`src/rtl/aes_axil_regs.sv`:
```
`default_nettype none
// ============================================================================
//  Module   : aes_axil_regs
//  Purpose  : AXI-Lite register file for the AES-CTR core (key, IV, start
//             pulse and status).
//  Revision : 1.0  initial release
// ============================================================================
module aes_axil_regs #(
    parameter int ADDR_WIDTH   = 6,
    parameter bit KEY_READABLE = 1'b0
) (
    input  logic                  clk,
    input  logic                  rst,
    input  logic [ADDR_WIDTH-1:0] s_axil_awaddr,
    input  logic                  s_axil_awvalid,
    output logic                  s_axil_awready,
    input  logic [31:0]           s_axil_wdata,
    input  logic [3:0]            s_axil_wstrb,
    input  logic                  s_axil_wvalid,
    output logic                  s_axil_wready,
    output logic [1:0]            s_axil_bresp,
    output logic                  s_axil_bvalid,
    input  logic                  s_axil_bready,
    input  logic [ADDR_WIDTH-1:0] s_axil_araddr,
    input  logic                  s_axil_arvalid,
    output logic                  s_axil_arready,
    output logic [31:0]           s_axil_rdata,
    output logic [1:0]            s_axil_rresp,
    output logic                  s_axil_rvalid,
    input  logic                  s_axil_rready,
    output logic [127:0]          key_o,
    output logic [127:0]          iv_o,
    output logic                  key_iv_valid_o,
    output logic                  start_o,
    input  logic                  core_busy_i,
    input  logic                  core_done_i
);
    localparam logic [1:0] c_resp_okay   = 2'b00;
    localparam logic [1:0] c_resp_slverr = 2'b10;
    localparam logic [3:0] c_idx_ctrl    = 4'h0;
    localparam logic [3:0] c_idx_status  = 4'h1;

    logic        r_ready_en;
    logic        r_aw_held;
    logic [3:0]  r_aw_idx;
    logic        r_w_held;
    logic [31:0] r_w_data;
    logic [3:0]  r_w_strb;
    logic        r_bvalid;
    logic [1:0]  r_bresp;
    logic        r_rvalid;
    logic [31:0] r_rdata;
    logic [1:0]  r_rresp;
    logic [31:0] r_key [4];
    logic [31:0] r_iv  [4];
    logic        r_key_iv_valid;
    logic        r_done;
    logic        r_start_err;
    logic        r_start;

    logic        w_aw_hs, w_w_hs, w_ar_hs, w_commit;
    logic        w_is_ctrl, w_is_status, w_is_key, w_is_iv, w_valid_addr;
    logic        w_strb_any, w_kv_write, w_kv_blocked;
    logic        w_kiv_next, w_start_req, w_start_ok, w_start_rej;
    logic        w_done_clr, w_serr_clr;
    logic [1:0]  w_bresp;
    logic [31:0] w_rdata;
    logic [1:0]  w_rresp;
    logic        w_unused;

    function automatic logic [31:0] f_merge(input logic [31:0] old_val,
                                            input logic [31:0] new_val,
                                            input logic [3:0]  strb);
        logic [31:0] res;
        res = old_val;
        for (int b = 0; b < 4; b++) begin
            if (strb[b]) res[b*8 +: 8] = new_val[b*8 +: 8];
        end
        return res;
    endfunction

    assign w_unused = ^{s_axil_awaddr, s_axil_araddr};

    // Readies stay low until the first edge after reset and while a beat is parked.
    assign s_axil_awready = r_ready_en & ~r_aw_held & ~r_bvalid;
    assign s_axil_wready  = r_ready_en & ~r_w_held  & ~r_bvalid;
    assign s_axil_arready = r_ready_en & ~r_rvalid;

    assign w_aw_hs  = s_axil_awvalid & s_axil_awready;
    assign w_w_hs   = s_axil_wvalid  & s_axil_wready;
    assign w_ar_hs  = s_axil_arvalid & s_axil_arready;
    assign w_commit = r_aw_held & r_w_held;

    always_comb begin
        w_is_ctrl    = (r_aw_idx == c_idx_ctrl);
        w_is_status  = (r_aw_idx == c_idx_status);
        w_is_key     = (r_aw_idx[3:2] == 2'b01);
        w_is_iv      = (r_aw_idx[3:2] == 2'b10);
        w_valid_addr = w_is_ctrl | w_is_status | w_is_key | w_is_iv;
        w_strb_any   = |r_w_strb;
        w_kv_blocked = (w_is_key | w_is_iv) & w_strb_any & core_busy_i;
        w_kv_write   = (w_is_key | w_is_iv) & w_strb_any & ~core_busy_i;
        w_bresp      = (!w_valid_addr || w_kv_blocked) ? c_resp_slverr : c_resp_okay;

        // The start decision looks at KEY_IV_VALID as it will be after this write.
        w_kiv_next = r_key_iv_valid;
        if (w_is_ctrl && r_w_strb[1]) w_kiv_next = r_w_data[8];
        else if (w_kv_write)          w_kiv_next = 1'b0;

        w_start_req = w_is_ctrl & r_w_strb[0] & r_w_data[0];
        w_start_ok  = w_start_req & w_kiv_next & ~core_busy_i;
        w_start_rej = w_start_req & ~w_start_ok;
        w_done_clr  = w_commit & w_is_status & r_w_strb[0] & r_w_data[1];
        w_serr_clr  = w_commit & w_is_status & r_w_strb[0] & r_w_data[2];
    end

    always_comb begin
        w_rdata = 32'd0;
        w_rresp = c_resp_okay;
        case (s_axil_araddr[5:2])
            4'h0:                      w_rdata = {23'd0, r_key_iv_valid, 8'd0};
            4'h1:                      w_rdata = {29'd0, r_start_err, r_done, core_busy_i};
            4'h4, 4'h5, 4'h6, 4'h7:    w_rdata = KEY_READABLE ? r_key[s_axil_araddr[3:2]] : 32'd0;
            4'h8, 4'h9, 4'hA, 4'hB:    w_rdata = r_iv[s_axil_araddr[3:2]];
            default:                   w_rresp = c_resp_slverr;
        endcase
    end

    always_ff @(posedge clk or posedge rst) begin
        if (rst) begin
            r_ready_en     <= 1'b0;
            r_aw_held      <= 1'b0;
            r_aw_idx       <= 4'd0;
            r_w_held       <= 1'b0;
            r_w_data       <= 32'd0;
            r_w_strb       <= 4'd0;
            r_bvalid       <= 1'b0;
            r_bresp        <= c_resp_okay;
            r_rvalid       <= 1'b0;
            r_rdata        <= 32'd0;
            r_rresp        <= c_resp_okay;
            r_key_iv_valid <= 1'b0;
            r_done         <= 1'b0;
            r_start_err    <= 1'b0;
            r_start        <= 1'b0;
            for (int i = 0; i < 4; i++) begin
                r_key[i] <= 32'd0;
                r_iv[i]  <= 32'd0;
            end
        end else begin
            r_ready_en <= 1'b1;
            r_start    <= 1'b0;

            if (w_aw_hs) begin
                r_aw_held <= 1'b1;
                r_aw_idx  <= s_axil_awaddr[5:2];
            end
            if (w_w_hs) begin
                r_w_held <= 1'b1;
                r_w_data <= s_axil_wdata;
                r_w_strb <= s_axil_wstrb;
            end

            if (w_commit) begin
                r_aw_held      <= 1'b0;
                r_w_held       <= 1'b0;
                r_bvalid       <= 1'b1;
                r_bresp        <= w_bresp;
                r_key_iv_valid <= w_kiv_next;
                r_start        <= w_start_ok;
                if (w_kv_write && w_is_key)
                    r_key[r_aw_idx[1:0]] <= f_merge(r_key[r_aw_idx[1:0]], r_w_data, r_w_strb);
                if (w_kv_write && w_is_iv)
                    r_iv[r_aw_idx[1:0]] <= f_merge(r_iv[r_aw_idx[1:0]], r_w_data, r_w_strb);
            end else if (r_bvalid && s_axil_bready) begin
                r_bvalid <= 1'b0;
            end

            // A coincident set beats the W1C clear.
            r_done      <= core_done_i | (r_done & ~w_done_clr);
            r_start_err <= (w_commit & w_start_rej) | (r_start_err & ~w_serr_clr);

            if (w_ar_hs) begin
                r_rvalid <= 1'b1;
                r_rdata  <= w_rdata;
                r_rresp  <= w_rresp;
            end else if (r_rvalid && s_axil_rready) begin
                r_rvalid <= 1'b0;
            end
        end
    end

    assign s_axil_bvalid  = r_bvalid;
    assign s_axil_bresp   = r_bresp;
    assign s_axil_rvalid  = r_rvalid;
    assign s_axil_rdata   = r_rdata;
    assign s_axil_rresp   = r_rresp;
    assign key_o          = {r_key[3], r_key[2], r_key[1], r_key[0]};
    assign iv_o           = {r_iv[3], r_iv[2], r_iv[1], r_iv[0]};
    assign key_iv_valid_o = r_key_iv_valid;
    assign start_o        = r_start;

endmodule
`default_nettype wire

```
`config.mk`:
```
export PLATFORM = sky130hd
export DESIGN_NAME = aes_axil_regs
export DESIGN_NICKNAME = d
export VERILOG_FILES = /design/src/rtl/aes_axil_regs.sv
export SDC_FILE = /design/constraint.sdc
export NUM_CORES = 1
export LEC_CHECK = 0
export BUFFER_PORTS_ARGS = -buffer_cell sky130_fd_sc_hd__buf_2
export CAP_MARGIN = 10
export CORE_ASPECT_RATIO = 0.75
export CORE_UTILIZATION = 30
export DETAILED_ROUTE_END_ITERATION = 12
export PLACE_DENSITY = 0.54
export SYNTH_ARGS = -nofsm -noshare
export SYNTH_HDL_FRONTEND = slang
export SYNTH_SLANG_ARGS = --single-unit
```
`constraint.sdc`:
```
create_clock -name clk -period 15.95 [get_ports clk]
set_input_delay 3.19 -clock clk [delete_from_list [all_inputs] [get_ports clk]]
set_output_delay 3.19 -clock clk [all_outputs]
set_load 0.01 [all_outputs]
```
# Yosys cells after proc, flatten, opt, wreduce, memory -nomap -nowiden
# Cells that the tools add are included.
[totals]
reg_bits = 341
input_bits = 57
output_inout_bits = 299
elab_cells = 148
[classes]
n_lt_le_gt_ge = 3
n_eq_ne = 12
n_mux = 51
bitwise = 40
n_reduce_logical = 19
[ops]
columns = ["operator", "n"]
rows = [
  ["$bwmux 128", 2],
  ["$mux 32", 7],
  ["$bmux 32 s2", 3],
  ["$mux 8", 24],
  ["$pmux 32 s3", 1],
  ["$demux 32 s2", 1],
  ["$and 1x1->1", 24],
  ["$eq 4x3->1 const B", 4],
  ["$eq 4x4->1 const B", 4],
  ["$mux 1", 11],
  ["$reduce_or 10->1", 1],
  ["$eq 4x1->1 const B", 2],
  ["$logic_not 4->1", 2],
  ["$not 1->1", 8],
  ["$reduce_bool 2->1", 4],
  ["$reduce_or 4->1", 2],
  ["$ge 3x3->1 const B", 2],
  ["$logic_and 1x1->1", 6],
  ["$not 2->3", 2],
  ["$or 1x1->1", 6],
  ["$mux 2", 2],
  ["$reduce_and 2->1", 2],
  ["$lt 3x1->1 const B", 1],
  ["$eq 2x1->1 const B", 1],
  ["3 further kinds", 3],
]

# Longest topological paths before layout
# Gate-level depths: netlist of run 1.
[depth]
depth_word = 12
ltp_mapped = 9
mapped_depth_nobuf = 6

# Least setup slack after synthesis of run 1
# Ideal clock, no wire load.
[synth_path]
kind = "in2reg"
startpoint = "input port s_axil_araddr[3]"
endpoint = "register r_rdata[3] (netlist: s_axil_rdata[3])"
setup_time_ns = 0.121
arrival_time_ns = 4.579
required_ns = 15.829
path_slack_ns = 11.250
path_stages = 4
path_buffers = 2
cell_sequence = "clkbuf_1 > clkbuf_1 > mux4_2 > a22o_1"
[synth_via]
elab_chain_cells = 5
word_cells_on_any_way = 12
classes_between = "eq/ne (5); mux (4); bitwise (1); reduce/logical (2)"
[synth_rtl]
columns = ["item", "line_no", "source"]
rows = [
  ["from (decl)", "24", "input logic [ADDR_WIDTH-1:0] s_axil_araddr,"],
  ["$not 2->3 (implied by the code)", "124", "4'h8, 4'h9, 4'hA, 4'hB: w_rdata = r_iv[s_axil_araddr[3:2]];"],
  ["$bmux 32 s2", "124", ""],
  ["$mux 32 (implied by the code) (2 in a row)", "124", ""],
  ["$pmux 32 s3 *", "120", "case (s_axil_araddr[5:2])"],
  ["to (signal assigned)", "185", "r_rdata <= w_rdata;"],
  ["to (decl)", "52", "logic [31:0] r_rdata;"],
]
# Mark *: on every way between the ends. The rest lies on a longest branch, timed or not. The select of a mux whose other input is x is not followed.
# A chain may end at the register's enable or synchronous reset.

==> results of run 1 <==
## cell usage in the layout, fill, tap and decap left out, types with 4 or more instances in the layout
master	n
buf_4	26
mux2_2	40
clkbuf_16	39
dfrtp_1	338
clkbuf_1	7
mux2i_1	128
mux4_2	32
a22o_1	28
nand3b_1	4
nand2_1	72
o21ai_1	49
nor4_4	7
inv_1	7
clkbuf_8	6
buf_2	348
a21oi_1	259
and2_1	4
nand2b_1	7
clkinv_2	6
nor2_1	197
o22ai_1	65
o21ai_0	19
or2_2	4
## kinds of logic after synthesis
logic type               count (synthesis)
flip-flops                             339
multiplexers                           200
other                                    2
AO/OA/AOI/OAI                          432
adder cells (fa/ha/maj)                  3
AND/OR/NAND/NOR                        313
buffers and inverters                  124
## area by class of cell
class                   count  area share
diodes                      2    0.000267
clock buffers              52      0.0578
inverters                   8     0.00200
repair buffers            374       0.103
clock inverters             9     0.00414
well taps                 657      0.0438
flip-flops and latches    339       0.452
multi-input cells         951       0.336
## tightest hold or removal path: stages, from the launching register on
cell and delay, ns:
dfrtp_1 0.34, nand2_1 0.05, o31ai_1 0.06
## flip-flops by register name, indices dropped and copies added, names as in the netlist, 4 cells and up
name / count
r_w_data: 32
r_w_strb: 4
key_o: 128
r_aw_idx: 4
s_axil_rdata: 32
iv_o: 128
## metal layers
metal  vias to the layer above  GRT usage  share of wire
met5                         -          0        0.00024
met4                         2     0.0464          0.019
met3                        67     0.0468          0.065
met2                       385      0.324           0.46
met1                      6294      0.282           0.46
li1                       5668          -              -
## per-stage QoR
stage / util / worst slack (ns) / hold WS, ns / std cells / instance area, um^2
finish: 0.372 / 10.59 / 0.480 / 2392 / 18800
global placement: 0.349 / 9.88 / 0.459 / 2329 / 17600
CTS: 0.372 / 10.41 / 0.486 / 2390 / 18800
global route: 0.372 / 10.05 / 0.504 / 2391 / 18800
detailed placement: 0.349 / 9.84 / 0.471 / 2329 / 17600
floorplan: - / 3.37 / 0.450 / 1414 / 15400
## power breakdown
part	internal (uW)	switching, uW	total, uW
registers	1170	378	1550
clock network	488	347	835
logic	602	865	1470
## path summary, 6_finish.rpt
check                                 from              end  slack, ns  cells after the start
hold reg to reg            s_axil_rdata[8]  s_axil_rdata[8]       0.48                      2
hold / removal             s_axil_rdata[8]  s_axil_rdata[8]       0.48                      2
setup reg to reg               r_aw_idx[1]        key_o[87]      12.05                      6
setup / recovery                       rst      r_aw_idx[1]      10.59                      4
max in group clk               core_busy_i        key_o[87]      10.67                      6
min in group asynchronous              rst       key_o[122]       2.86                      2
==> summary.txt, run 1 <==
Status
  • Status: finished clean

Clocking
  • Maximum clock insertion buffer count: 3
  • CTS tree: done
  • H-tree depth: 2
  • Total clock buffers created by CTS: 37
  • Clock latency on the worst-skew pair: 0.52 ns
  • Clock sinks: 339
  • Worst-path clk slew: 0.06 ns
  • Clock root buffer master: clkbuf_16
  • Post-CTS repair timing setup buffer count: 0
  • Total of cells resized after clock tree synthesis: 0
  • Count of hold buffers inserted by post-cts repair: 0

Detailed routing
  • Post-DRT Antenna Nets: 0
  • Wirelength per Cell: 22.3 um
  • Detailed-route via count: 12416
  • Detailed Route WL: 53.4 mm
  • Residual DRC: 0
  • Vias per Instance: 5.19
  • Pre-antenna DRT Iters: 7
  • First-iteration detailed-routing DRC count: 896

Synthesis
  • Count of mapped cells out of synthesis: 1413
  • Area fraction in compound gates after synthesis: 0.156
  • Leading cell types by count after synthesis: dfrtp_1 (339), a21oi_1 (259), nor2_1 (197)
  • Dominant combinational cell family by area after synthesis: multiplexers
  • Netlist Area Pre-Place: 15400 um^2
  • Most used standard cell by instance count after synthesis: dfrtp_1
  • Asr flop ratio synth: 1.00
  • Largest area contributor in the netlist: dfrtp_1
  • Count of flip-flops with a built-in enable after synthesis: 0
  • Flop and latch count out of synthesis: 339
  • Share of the synthesized area in the top cell type: 0.553
  • Synth Area in XOR/XNOR: 0
  • Simple-gate area share of the yosys netlist: 0.0905
  • Count of synthesis-stage warnings from yosys: 0
  • Prevailing post-synth register cell: dfrtp_1
  • Mux cell area share after synthesis: 0.160
  • Count of distinct cell types in the synthesized netlist: 42
  • Avg Synthesized Cell Area: 10.9 um^2
  • Sequential share of the synthesized area: 0.553
  • Leading cell types by total area after synthesis: dfrtp_1 (55%), a21oi_1 (8.4%), mux2i_1 (8.3%), nor2_1 (4.8%), mux4_2 (4.7%)
  • Synth Area in Adders: 0.00245

Floorplan
  • IO Count: 356
  • Total die area: 52100 um^2
  • Starting Density: 0.305
  • Placeable Area: 50400 um^2
  • Count of standard-cell rows: 71
  • Die extent in x: 263 um
  • Die Height: 198 um

Cells and area
  • Register Area: 8490 um^2
  • Layout Area Growth over Synthesis: 22.2%
  • Fill cell count: 5003
  • Final-stage net count: 1771
  • Share of post-route cells with drive strength above 1: 0.301
  • Multi-input gate area in the final layout: 6310 um^2

Critical path
  • Slowest library cell on the worst path: buf_4
  • CP startpoint kind: input port
  • Critical Path End Type: asynchronous set/reset pin
  • Type of the worst setup path: input port to asynchronous set/reset pin
  • Maximum fanout along the worst path: 129
  • Count of buffer and inverter cells on the critical path: 4
  • Worst path required time: 16.31 ns
  • Cell repeated most along the worst path: buf_4
  • Worst path cell trace: buf_2 -> inv_8 -> buf_4 -> buf_4
  • Family with the most delay on the worst path: buffers and inverters
  • Biggest cell delay along the critical path: 0.93 ns
  • Critical path arrival: 5.72 ns

Flow run
  • Max_cap viols: 0

GRT
  • Total overflow reported by the global router: 0
  • Total global routing track utilization: 0.204
  • Antenna violations before repair: 2
  • Vias in the first global route: 12397
  • Maximum number of pins on one net before global-route repair: 130
  • First-pass GRT wire length: 80.2 mm

STA
  • Setup Total Neg Slack: 0 ns
  • Unrepaired setup endpoints after global routing: no
  • Setup violations, final: 0
  • Slew at the pin closest to its max-slew limit: 1.12 ns
  • Number of hold violations in the final report: 0
  • Crit share post-route: 0.336
  • Worst clock skew: 0.0137 ns
  • Highest clock frequency the design can meet: 187 MHz
  • Shortest clock period the worst path allows after layout: 5.36 ns
  • Worst slew margin relative to its limit: 0.251
  • Final-report max-slew violation count: 0

Power
  • Power Dens Cells: 205 nW/um^2
  • Worst vdd ir: 83.2 uV
  • Leakage power figure: 0.00929 uW
  • Design Power: 3850 uW

Placement
  • Count of buffers from port buffering: 349
  • Dpl hpwl: 36.1 mm
  • Routability Congestion: 0.776

Min path
  • Worst min-delay path category: flop to flop
(Power assumes the default switching activity.)
==> run 2: changes to the inputs <==
- clock period: 15.95 -> 5.6 ns (I/O delays scaled with it)
==> summary.txt, run 2 (synthesized netlist as in run 1, its figures left out) <==
Placement
  • Count of buffers from port buffering: 349 (unchanged)
  • Inst Count DP: 2330 (+0.043%)
  • Dpl hpwl: 36.2 mm (+0.27%)
  • Routability Congestion: 0.800 (+3.1%)
  • Place WS: 1.98 ns (-7.85 ns)

Floorplan
  • Die extent in x: 263 um (unchanged)
  • Placeable Area: 50400 um^2 (unchanged)
  • Die Height: 198 um (unchanged)
  • Count of standard-cell rows: 71 (unchanged)
  • Starting Density: 0.305 (unchanged)
  • Total die area: 52100 um^2 (unchanged)
  • IO Count: 356 (unchanged)

Detailed routing
  • Detailed-route via count: 12385 (-0.25%)
  • Detailed Route WL: 53.8 mm (+0.80%)
  • Pre-antenna DRT Iters: 5 (-2)
  • Post-DRT Antenna Nets: 0 (unchanged)
  • First-iteration detailed-routing DRC count: 901 (+0.56%)
  • Residual DRC: 0 (unchanged)
  • Wirelength per Cell: 22.4 um (+0.42%)
  • Vias per Instance: 5.16 (-0.62%)

Critical path
  • Worst path required time: 6.07 ns (-10.24 ns)
  • Critical Path End Type: flop
  • CP startpoint kind: flop
  • Flop2flop setup slack: 2.32 ns (-9.73 ns)
  • Slowest library cell on the worst path: dfrtp_4
  • Count of buffer and inverter cells on the critical path: 2 (-2)
  • Critical path arrival: 3.74 ns (-1.98 ns)
  • End of the worst register-to-register path: key_o[108]
  • Type of the worst setup path: flop to flop
  • Cell repeated most along the worst path: buf_4
  • Reg2reg start: r_aw_idx[1]
  • Biggest cell delay along the critical path: 0.92 ns (about the same)
  • Family with the most delay on the worst path: buffers and inverters
  • Maximum fanout along the worst path: 64 (-50%)
  • Worst path cell trace: buf_4 -> nand3_1 -> nor4_4 -> buf_4 -> nor2_1 -> a21oi_1
  • FF-to-FF path depth: 6 (unchanged)

STA
  • Highest clock frequency the design can meet: 305 MHz
  • Unrepaired setup endpoints after global routing: no
  • Final-report max-slew violation count: 0 (unchanged)
  • Worst clock skew: 0.0267 ns (+0.0130 ns)
  • Crit share post-route: 0.585
  • Number of hold violations in the final report: 0 (unchanged)
  • Final worst slack: 2.32 ns (-8.27 ns)
  • Slew at the pin closest to its max-slew limit: 1.04 ns (-0.0817 ns)
  • Shortest clock period the worst path allows after layout: 3.28 ns
  • Setup violations, final: 0 (unchanged)
  • Worst slew margin relative to its limit: 0.305 (+0.0544)

Clocking
  • Total clock buffers created by CTS: 39 (+5.4%)
  • CTS tree: done
  • H-tree depth: 2 (unchanged)
  • Post-CTS repair timing setup buffer count: 0 (unchanged)
  • Clock sinks: 339 (unchanged)
  • Clock root buffer master: clkbuf_16
  • Count of hold buffers inserted by post-cts repair: 0 (unchanged)
  • Clock latency on the worst-skew pair: 0.55 ns (+0.03 ns)
  • Maximum clock insertion buffer count: 3 (unchanged)
  • Worst-path clk slew: 0.06 ns (about the same)
  • Total of cells resized after clock tree synthesis: 0 (unchanged)

Cells and area
  • Layout Area Growth over Synthesis: 23.1%
  • Final cell utilization of the core: 0.375 (+0.00281)
  • Final instance count without filler cells: 2401 (+0.38%)
  • Fill cell count: 4977 (-0.52%)
  • Commonest cells after routing, fill and taps aside: buf_2 (349), dfrtp_1 (338), a21oi_1 (259)
  • Final-stage net count: 1774 (+0.17%)
  • Most common cell after layout, fill and taps aside: buf_2
  • Share of post-route cells with drive strength above 1: 0.304 (+0.00321)

Power
  • Power Dens Cells: 594 nW/um^2 (+190%)
  • Worst vdd ir: 266 uV (+220%)
  • Leakage power figure: 0.00935 uW (+0.63%)
  • Design Power: 11200 uW (+190%)

Min path
  • Worst min-delay path category: flop to flop
  • Hold Crit Depth: 2 (unchanged)
  • Worst Hold End: s_axil_rdata[8]
  • Startpoint of the tightest hold check path: s_axil_rdata[8]

GRT
  • Antenna violations before repair: 2 (unchanged)
  • Total overflow reported by the global router: 0 (unchanged)
  • Total global routing track utilization: 0.205 (+0.00156)
  • Maximum number of pins on one net before global-route repair: 136 (+4.6%)
  • Vias in the first global route: 12200 (-1.6%)
  • First-pass GRT wire length: 80.2 mm (about the same)

Flow run
  • Max_cap viols: 0 (unchanged)

Status
  • Status: finished clean
## run 2: worst min-delay path, stage by stage, from the launching register on
cell and delay, ns:
dfrtp_1 0.34, nand2_1 0.05, o31ai_1 0.06
## run 2: final cells by class
| cell class | count | area [um^2] | area share |
|---|---|---|---|
| diodes | 3 | 7.51 | 0.000397 |
| clock buffers | 54 | 1110 | 0.0589 |
| clock inverters | 14 | 163 | 0.00861 |
| inverters | 8 | 33.8 | 0.00179 |
| multi-input cells | 951 | 6310 | 0.334 |
| flip-flops and latches | 339 | 8490 | 0.449 |
| well taps | 657 | 822 | 0.0435 |
| repair buffers | 375 | 1970 | 0.104 |
## run 2: layer usage
metal  vias to the layer above  GRT usage  share of wire
met5                         -          0        0.00024
met4                         2     0.0617          0.024
met3                        74     0.0669          0.082
met2                       362      0.321           0.46
met1                      6277      0.270           0.44
li1                       5670          -              -
## run 2: worst max-delay path by stage
stage | startpoint | endpoint | slack [ns] | depth (start not counted)
finish | r_aw_idx[1] | key_o[108] | 2.32 | 6
global route | r_aw_idx[1] | key_o[111] | 2.07 | 6
CTS | r_aw_idx[1] | key_o[106] | 2.30 | 6
detailed placement | core_busy_i | iv_o[6] | 1.98 | 6
global placement | core_busy_i | iv_o[0] | 2.03 | 6
floorplan | rst | iv_o[0] | -0.05 | 1
## run 2: metrics by stage
step	area (um^2)	hold slack, ns	setup TNS [ns]
floorplan	15400	0.450	-17.82
CTS	18900	0.485	0
finish	18900	0.477	0
global placement	17600	0.460	0
global route	18900	0.517	0
detailed placement	17600	0.471	0
## run 2: power by group
part           switching [uW]  leakage (uW)  internal [uW]
sequential               1110       0.00459           3340
combinational            2450       0.00413           1720
clock                    1080      0.000630           1530
